## src/rtl/mul_issue_ctrl_pkg.sv

```systemverilog
// Shared types and constants for the MUL issue/writeback controller.
// The multiplier reads MUL_LAT to check its own stage count.
package mul_issue_ctrl_pkg;

  localparam int XLEN    = 32;
  localparam int RA_W    = 5;
  localparam int MUL_LAT = 2;

  typedef struct packed {
    logic            valid;
    logic [RA_W-1:0] rd;
  } trk_entry_t;

  // True when a live tracker entry targets the given nonzero source register.
  function automatic logic trk_hit(trk_entry_t e, logic [RA_W-1:0] rs);
    return e.valid && (e.rd == rs);
  endfunction

endpackage

```

## src/rtl/mul_issue_ctrl_if.sv

```systemverilog
// Bundle of EX issue, multiplier, writeback and decode-side signals around the MUL controller.
// master = core/multiplier side, slave = controller side.
interface mul_issue_ctrl_if;
  import mul_issue_ctrl_pkg::*;

  logic            core_stall;
  logic            issue_valid;
  logic            issue_ready;
  logic [RA_W-1:0] issue_rd;
  logic [XLEN-1:0] issue_a;
  logic [XLEN-1:0] issue_b;
  logic [XLEN-1:0] mul_a;
  logic [XLEN-1:0] mul_b;
  logic            mul_stall;
  logic [XLEN-1:0] mul_m;
  logic            wb_valid;
  logic [RA_W-1:0] wb_rd;
  logic [XLEN-1:0] wb_data;
  logic            wb_ready;
  logic            dec_valid;
  logic [RA_W-1:0] dec_rs1;
  logic [RA_W-1:0] dec_rs2;
  logic            hazard_stall;
  logic            fwd_rs1_hit;
  logic            fwd_rs2_hit;

  modport master (
    output core_stall, issue_valid, issue_rd, issue_a, issue_b, mul_m,
           wb_ready, dec_valid, dec_rs1, dec_rs2,
    input  issue_ready, mul_a, mul_b, mul_stall, wb_valid, wb_rd, wb_data,
           hazard_stall, fwd_rs1_hit, fwd_rs2_hit
  );

  modport slave (
    input  core_stall, issue_valid, issue_rd, issue_a, issue_b, mul_m,
           wb_ready, dec_valid, dec_rs1, dec_rs2,
    output issue_ready, mul_a, mul_b, mul_stall, wb_valid, wb_rd, wb_data,
           hazard_stall, fwd_rs1_hit, fwd_rs2_hit
  );

endinterface

```

## src/rtl/mul_issue_ctrl_hazard_cmp.sv

```systemverilog
// Compares one decode source register against the issuing request and both tracker stages,
// producing the decode hold and the same-cycle writeback forward hit.
module mul_hazard_cmp
  import mul_issue_ctrl_pkg::*;
(
  input  logic            dec_valid,
  input  logic [RA_W-1:0] rs,
  input  trk_entry_t      iss_ent,
  input  trk_entry_t      s0_ent,
  input  trk_entry_t      s1_hold_ent,
  input  trk_entry_t      s1_commit_ent,
  output logic            stall,
  output logic            fwd_hit
);

  logic rs_live;

  // x0 is hardwired zero, so it never waits on or forwards from a product.
  assign rs_live = dec_valid && (rs != '0);

  assign stall   = rs_live && (trk_hit(iss_ent, rs) || trk_hit(s0_ent, rs) ||
                               trk_hit(s1_hold_ent, rs));
  assign fwd_hit = rs_live && trk_hit(s1_commit_ent, rs);

endmodule

```

## src/rtl/mul_issue_ctrl.sv

```systemverilog
// MUL issue/writeback controller: tracks destination registers alongside the two-stage
// multiplier, freezes it on back-pressure, and flags RAW hazards and forwards toward decode.
module mul_issue_ctrl
  import mul_issue_ctrl_pkg::*;
(
  input logic            clk,
  input logic            rst_n,
  mul_issue_ctrl_if.slave bus
);

  trk_entry_t trk_reg  [MUL_LAT];
  trk_entry_t trk_next [MUL_LAT];

  logic       advance;
  logic       wb_valid_int;
  trk_entry_t iss_ent;
  trk_entry_t s1_hold_ent;
  trk_entry_t s1_commit_ent;

  logic [RA_W-1:0] src_rs    [2];
  logic            src_stall [2];
  logic            src_fwd   [2];

  // An rd==0 product retires silently, so only a real writeback can back-pressure.
  assign wb_valid_int = trk_reg[MUL_LAT-1].valid && (trk_reg[MUL_LAT-1].rd != '0);
  assign advance      = !bus.core_stall && !(wb_valid_int && !bus.wb_ready);

  assign iss_ent.valid = bus.issue_valid;
  assign iss_ent.rd    = bus.issue_rd;

  assign trk_next[0] = iss_ent;

  genvar gi;
  generate
    for (gi = 1; gi < MUL_LAT; gi++) begin : g_shift
      assign trk_next[gi] = trk_reg[gi-1];
    end
  endgenerate

  always_ff @(posedge clk) begin
    if (!rst_n) begin
      for (int i = 0; i < MUL_LAT; i++) begin
        trk_reg[i] <= '0;
      end
    end else if (advance) begin
      for (int i = 0; i < MUL_LAT; i++) begin
        trk_reg[i] <= trk_next[i];
      end
    end
  end

  assign bus.issue_ready = advance;
  assign bus.mul_stall   = !advance;
  assign bus.mul_a       = bus.issue_valid ? bus.issue_a : '0;
  assign bus.mul_b       = bus.issue_valid ? bus.issue_b : '0;

  assign bus.wb_valid = wb_valid_int;
  assign bus.wb_rd    = trk_reg[MUL_LAT-1].rd;
  assign bus.wb_data  = bus.mul_m;

  assign s1_hold_ent.valid   = wb_valid_int && !bus.wb_ready;
  assign s1_hold_ent.rd      = trk_reg[MUL_LAT-1].rd;
  assign s1_commit_ent.valid = wb_valid_int && bus.wb_ready;
  assign s1_commit_ent.rd    = trk_reg[MUL_LAT-1].rd;

  assign src_rs[0] = bus.dec_rs1;
  assign src_rs[1] = bus.dec_rs2;

  generate
    for (gi = 0; gi < 2; gi++) begin : g_src
      mul_hazard_cmp u_cmp (
        .dec_valid     (bus.dec_valid),
        .rs            (src_rs[gi]),
        .iss_ent       (iss_ent),
        .s0_ent        (trk_reg[0]),
        .s1_hold_ent   (s1_hold_ent),
        .s1_commit_ent (s1_commit_ent),
        .stall         (src_stall[gi]),
        .fwd_hit       (src_fwd[gi])
      );
    end
  endgenerate

  assign bus.hazard_stall = src_stall[0] || src_stall[1];
  assign bus.fwd_rs1_hit  = src_fwd[0];
  assign bus.fwd_rs2_hit  = src_fwd[1];

endmodule

```

## src/flat_wrapper.sv

```systemverilog
// flat-port wrapper written by rule: the top's interface ports become plain ports
module mul_issue_ctrl_flat import mul_issue_ctrl_pkg::*;
  (clk, rst_n, bus_core_stall, bus_issue_valid, bus_issue_rd, bus_issue_a, bus_issue_b, bus_mul_m, bus_wb_ready, bus_dec_valid, bus_dec_rs1, bus_dec_rs2, bus_issue_ready, bus_mul_a, bus_mul_b, bus_mul_stall, bus_wb_valid, bus_wb_rd, bus_wb_data, bus_hazard_stall, bus_fwd_rs1_hit, bus_fwd_rs2_hit);
  mul_issue_ctrl_if bus_i ();
  input logic clk;
  input logic rst_n;
  input wire logic [$bits(bus_i.core_stall)-1:0] bus_core_stall;
  input wire logic [$bits(bus_i.issue_valid)-1:0] bus_issue_valid;
  input wire logic [$bits(bus_i.issue_rd)-1:0] bus_issue_rd;
  input wire logic [$bits(bus_i.issue_a)-1:0] bus_issue_a;
  input wire logic [$bits(bus_i.issue_b)-1:0] bus_issue_b;
  input wire logic [$bits(bus_i.mul_m)-1:0] bus_mul_m;
  input wire logic [$bits(bus_i.wb_ready)-1:0] bus_wb_ready;
  input wire logic [$bits(bus_i.dec_valid)-1:0] bus_dec_valid;
  input wire logic [$bits(bus_i.dec_rs1)-1:0] bus_dec_rs1;
  input wire logic [$bits(bus_i.dec_rs2)-1:0] bus_dec_rs2;
  output wire logic [$bits(bus_i.issue_ready)-1:0] bus_issue_ready;
  output wire logic [$bits(bus_i.mul_a)-1:0] bus_mul_a;
  output wire logic [$bits(bus_i.mul_b)-1:0] bus_mul_b;
  output wire logic [$bits(bus_i.mul_stall)-1:0] bus_mul_stall;
  output wire logic [$bits(bus_i.wb_valid)-1:0] bus_wb_valid;
  output wire logic [$bits(bus_i.wb_rd)-1:0] bus_wb_rd;
  output wire logic [$bits(bus_i.wb_data)-1:0] bus_wb_data;
  output wire logic [$bits(bus_i.hazard_stall)-1:0] bus_hazard_stall;
  output wire logic [$bits(bus_i.fwd_rs1_hit)-1:0] bus_fwd_rs1_hit;
  output wire logic [$bits(bus_i.fwd_rs2_hit)-1:0] bus_fwd_rs2_hit;
  assign bus_i.core_stall = bus_core_stall;
  assign bus_i.issue_valid = bus_issue_valid;
  assign bus_i.issue_rd = bus_issue_rd;
  assign bus_i.issue_a = bus_issue_a;
  assign bus_i.issue_b = bus_issue_b;
  assign bus_i.mul_m = bus_mul_m;
  assign bus_i.wb_ready = bus_wb_ready;
  assign bus_i.dec_valid = bus_dec_valid;
  assign bus_i.dec_rs1 = bus_dec_rs1;
  assign bus_i.dec_rs2 = bus_dec_rs2;
  assign bus_issue_ready = bus_i.issue_ready;
  assign bus_mul_a = bus_i.mul_a;
  assign bus_mul_b = bus_i.mul_b;
  assign bus_mul_stall = bus_i.mul_stall;
  assign bus_wb_valid = bus_i.wb_valid;
  assign bus_wb_rd = bus_i.wb_rd;
  assign bus_wb_data = bus_i.wb_data;
  assign bus_hazard_stall = bus_i.hazard_stall;
  assign bus_fwd_rs1_hit = bus_i.fwd_rs1_hit;
  assign bus_fwd_rs2_hit = bus_i.fwd_rs2_hit;
  mul_issue_ctrl u_core (.clk(clk), .rst_n(rst_n), .bus(bus_i));
endmodule
```

## config.mk

```make
export PLATFORM = sky130hd
export DESIGN_NAME = mul_issue_ctrl_flat
export DESIGN_NICKNAME = d
export VERILOG_FILES = /design/src/rtl/mul_issue_ctrl_pkg.sv /design/src/rtl/mul_issue_ctrl_if.sv /design/src/rtl/mul_issue_ctrl_hazard_cmp.sv /design/src/rtl/mul_issue_ctrl.sv /design/src/flat_wrapper.sv
export SDC_FILE = /design/constraint.sdc
export NUM_CORES = 1
export LEC_CHECK = 0
export CORE_AREA = 2 2 86 88
export CTS_BUF_LIST = sky130_fd_sc_hd__clkbuf_8
export CTS_CLUSTER_DIAMETER = 150
export DETAILED_ROUTE_END_ITERATION = 10
export DIE_AREA = 0 0 88 90
export PLACE_DENSITY = 0.81
export SYNTH_ARGS = -nofsm -noshare
export SYNTH_HDL_FRONTEND = slang
export SYNTH_HIERARCHICAL = 1
export SYNTH_SLANG_ARGS = --single-unit
```

## constraint.sdc

```tcl
create_clock -name clk -period 2.9 [get_ports clk]
set_clock_uncertainty 0.1 [all_clocks]
set_input_delay 0.58 -clock clk [delete_from_list [all_inputs] [get_ports clk]]
set_output_delay 0.58 -clock clk [all_outputs]
set_load 0.02 [all_outputs]
```

==> results.sh <==
export IMPL_worst_path_max_fanout=3
export IMPL_drc_errors=0
export IMPL_clock_latency_ps=240
export IMPL_antenna_left=0
export IMPL_place_inst=440
export IMPL_syn_area_um2=1860
export IMPL_drt_total_wl_um=6580
export IMPL_min_path_cells=1
export IMPL_die_area_um2=7920
export IMPL_min_period_ps=2840
export IMPL_synth_edf_count=12
export IMPL_hold_viol_final=0
export IMPL_fp_row_count=31
export IMPL_fin_worst_hold_slack_ps=589
export IMPL_yosys_warnings=6
export IMPL_finalNetCount=467
export IMPL_syn_inst=220
export IMPL_async_flop_share_pct=0
export IMPL_io_buffers=159
export IMPL_seqPwrFrac_pct=26.6
export IMPL_post_drt_wl_per_cell_um=14.7
export IMPL_gr_usage_all_layers_pct=15.6
export IMPL_status="completed"
export IMPL_synth_ff_type="edfxtp_1"
export IMPL_grt_start_max_net_pins=66
export IMPL_drive_gt1_share_pct=12.9
export IMPL_fillers=661
export IMPL_drt_iter0_drc=26
export IMPL_rsz0062_at_grt="true"
export IMPL_combPwrFrac_pct=55.9
export IMPL_crit_required_ps=2220
export IMPL_hp_class="register to register"
export IMPL_p_sw_uw=279
export IMPL_antenna_found_initial=0
export IMPL_avgSynthCellArea_um2=8.43
export IMPL_p_leak_uw=0.00131
export IMPL_setup_worst_path_class="primary input to primary output"
export IMPL_finalNonFillerCells=448
export IMPL_cp_end_kind="primary output"
export IMPL_power_density_nw_per_um2=251
export IMPL_hpwlAfterDp_um=5330
export IMPL_gp_congestion=0.862
export IMPL_drv_max_cap_violation_count=0
export IMPL_dieHeight_um=90
export IMPL_cts_sinks=12
export IMPL_worst_pin_slew_ps=614
export IMPL_final_cell_mix="clkdlybuf4s50_1 (144), and2_1 (65), xor2_1 (24), buf_4 (20), xnor2_1 (16)"
export IMPL_reg2reg_depth=5
export IMPL_placed_cell_area_um2=3320
export IMPL_drv_slew=0
export IMPL_ys_top_cells_by_area="and2_1 (22%), edfxtp_1 (19%), buf_4 (15%)"
export IMPL_synth_seq_area_share_pct=19.4
export IMPL_arrival_ps=2160
export IMPL_p_int_uw=577
export IMPL_antennaDiodeCount=0
export IMPL_cp_slowest_cell="clkdlybuf4s50_1"
export IMPL_synthToLayoutAreaGrowth_pct=83.8
export IMPL_syn_nets=337
export IMPL_stdcell_area_um2=3410
export IMPL_numCtsBuffers=3
export IMPL_crit_path_start_kind="primary input"
export IMPL_fp_coreArea_um2=7020
export IMPL_pin_count=224
export IMPL_synth_area_leader_cell="and2_1"
export IMPL_dr_total_vias=1932
export IMPL_finalSetupViolations=0
export IMPL_fmax_mhz=352
export IMPL_cts_tree="done"
export IMPL_largest_reg_flops=12
export IMPL_synth_top_cell_area_share_pct=21.9
export IMPL_drt_first_pass_iters=4
export IMPL_htreeDepth=1
export IMPL_swShare_pct=32.6
export IMPL_first_global_vias=1991
export IMPL_grt_first_pass_wirelength_um=9700
export IMPL_max_stage_delay_ps=520
export IMPL_overflow=0
export IMPL_crit_chain="clkdlybuf4s50_1 -> xor2_1 -> nor4_1 -> nand3_1 -> a31oi_1 -> or2_2 -> buf_2"
export IMPL_power_frac_clock_pct=17.5
export IMPL_timing_final_crit_share_pct=97.8
export IMPL_ctsLongestPathBuffers=2
export IMPL_yosysUniqueCellTypes=26
export IMPL_synth_seq_cells=12
export IMPL_clk_pin_slew_worst_paths_ps=50
export IMPL_routed_via_density=4.31
export IMPL_root_buffer="clkbuf_8"
export IMPL_die_w_um=88
export IMPL_layout_commonest_cell="clkdlybuf4s50_1"
export IMPL_initial_core_util_pct=26.4
export IMPL_vdd_drop_max_v=0.000131
export IMPL_slew_headroom_pct=59.0
[stage by stage]
stage / utilization (%) / setup slack [ps] / total power [uW] / setup TNS (ps)
final: 48.6 / 62.7 / 856 / 0
after global routing: 48.6 / -64.8 / 903 / -64.8
after CTS: 47.7 / 0.751 / 852 / 0
after detailed placement: 47.3 / -446 / 701 / -1050
after global placement: 47.3 / -425 / 696 / -996
after floorplan: - / 471 / 512 / 0
[cell families after synthesis]
group,after synthesis,share of synthesized area (%)
AO/OA/AOI/OAI,6,2.36
flip-flops,12,19.4
AND/OR/NAND/NOR,106,38.0
XOR/XNOR,40,18.9
buffers and inverters,56,21.4
[worst paths after layout]
path | from | end | slack, ps
min | u_core/trk_reg[0][0] | u_core/trk_reg[0][6] | 590
max | bus_issue_rd[1] | bus_hazard_stall | 60
min reg2reg | u_core/trk_reg[0][0] | u_core/trk_reg[0][6] | 590
max reg2reg | u_core/trk_reg[0][6] | u_core/trk_reg[0][2] | 1030
[power groups by stage]
stage               clock, uW  combinational [uW]  sequential (uW)
floorplan                   0                 286              226
global placement            0                 465              231
detailed placement          0                 469              232
CTS                       155                 468              229
global route              165                 508              230
finish                    150                 478              228
[cells in the mapped netlist (all sizes together), types with 3 or more instances]
master / count
nor3b: 12
and2: 65
xor2: 24
xnor2: 16
clkbuf: 7
nand2: 3
nand3: 6
buf: 49
o21ai: 3
nor4: 6
edfxtp: 12
nor3: 3
[repair_timing]
| item | 4_1_cts | 5_1_grt |
|---|---|---|
| setup endpoints to repair | 4 | 66 |
| cloned | 0 | 1 |
| hold endpoints to repair | 0 | 0 |
| gates resized for setup | 17 | 6 |
| setup buffers | 0 | 3 |
| hold buffers | 0 | 0 |
[metal layers]
layer	GRT usage [%]	wire, um
met1	17.9	2480
met4	4.62	89
met5	0	0
met2	27.5	3420
met3	4.41	592
[cell type report]
type | instances | area, um2 | area share, %
clock buffer | 3 | 41.3 | 1.21
clock inverter | 1 | 3.75 | 0.110
multi-input combinational | 152 | 1110 | 32.6
sequential | 12 | 360 | 10.6
tap | 99 | 124 | 3.63
timing repair buffer | 181 | 1770 | 51.9
[worst max-delay path, delay by kind of cell]
family,cells,cell delay [ps]
buffers and inverters,2,670
AOI/OAI and AO/OA,1,190
and+or+nand+nor,3,520
xor gates and xnor gates,1,190
(Power assumes the default switching activity.)
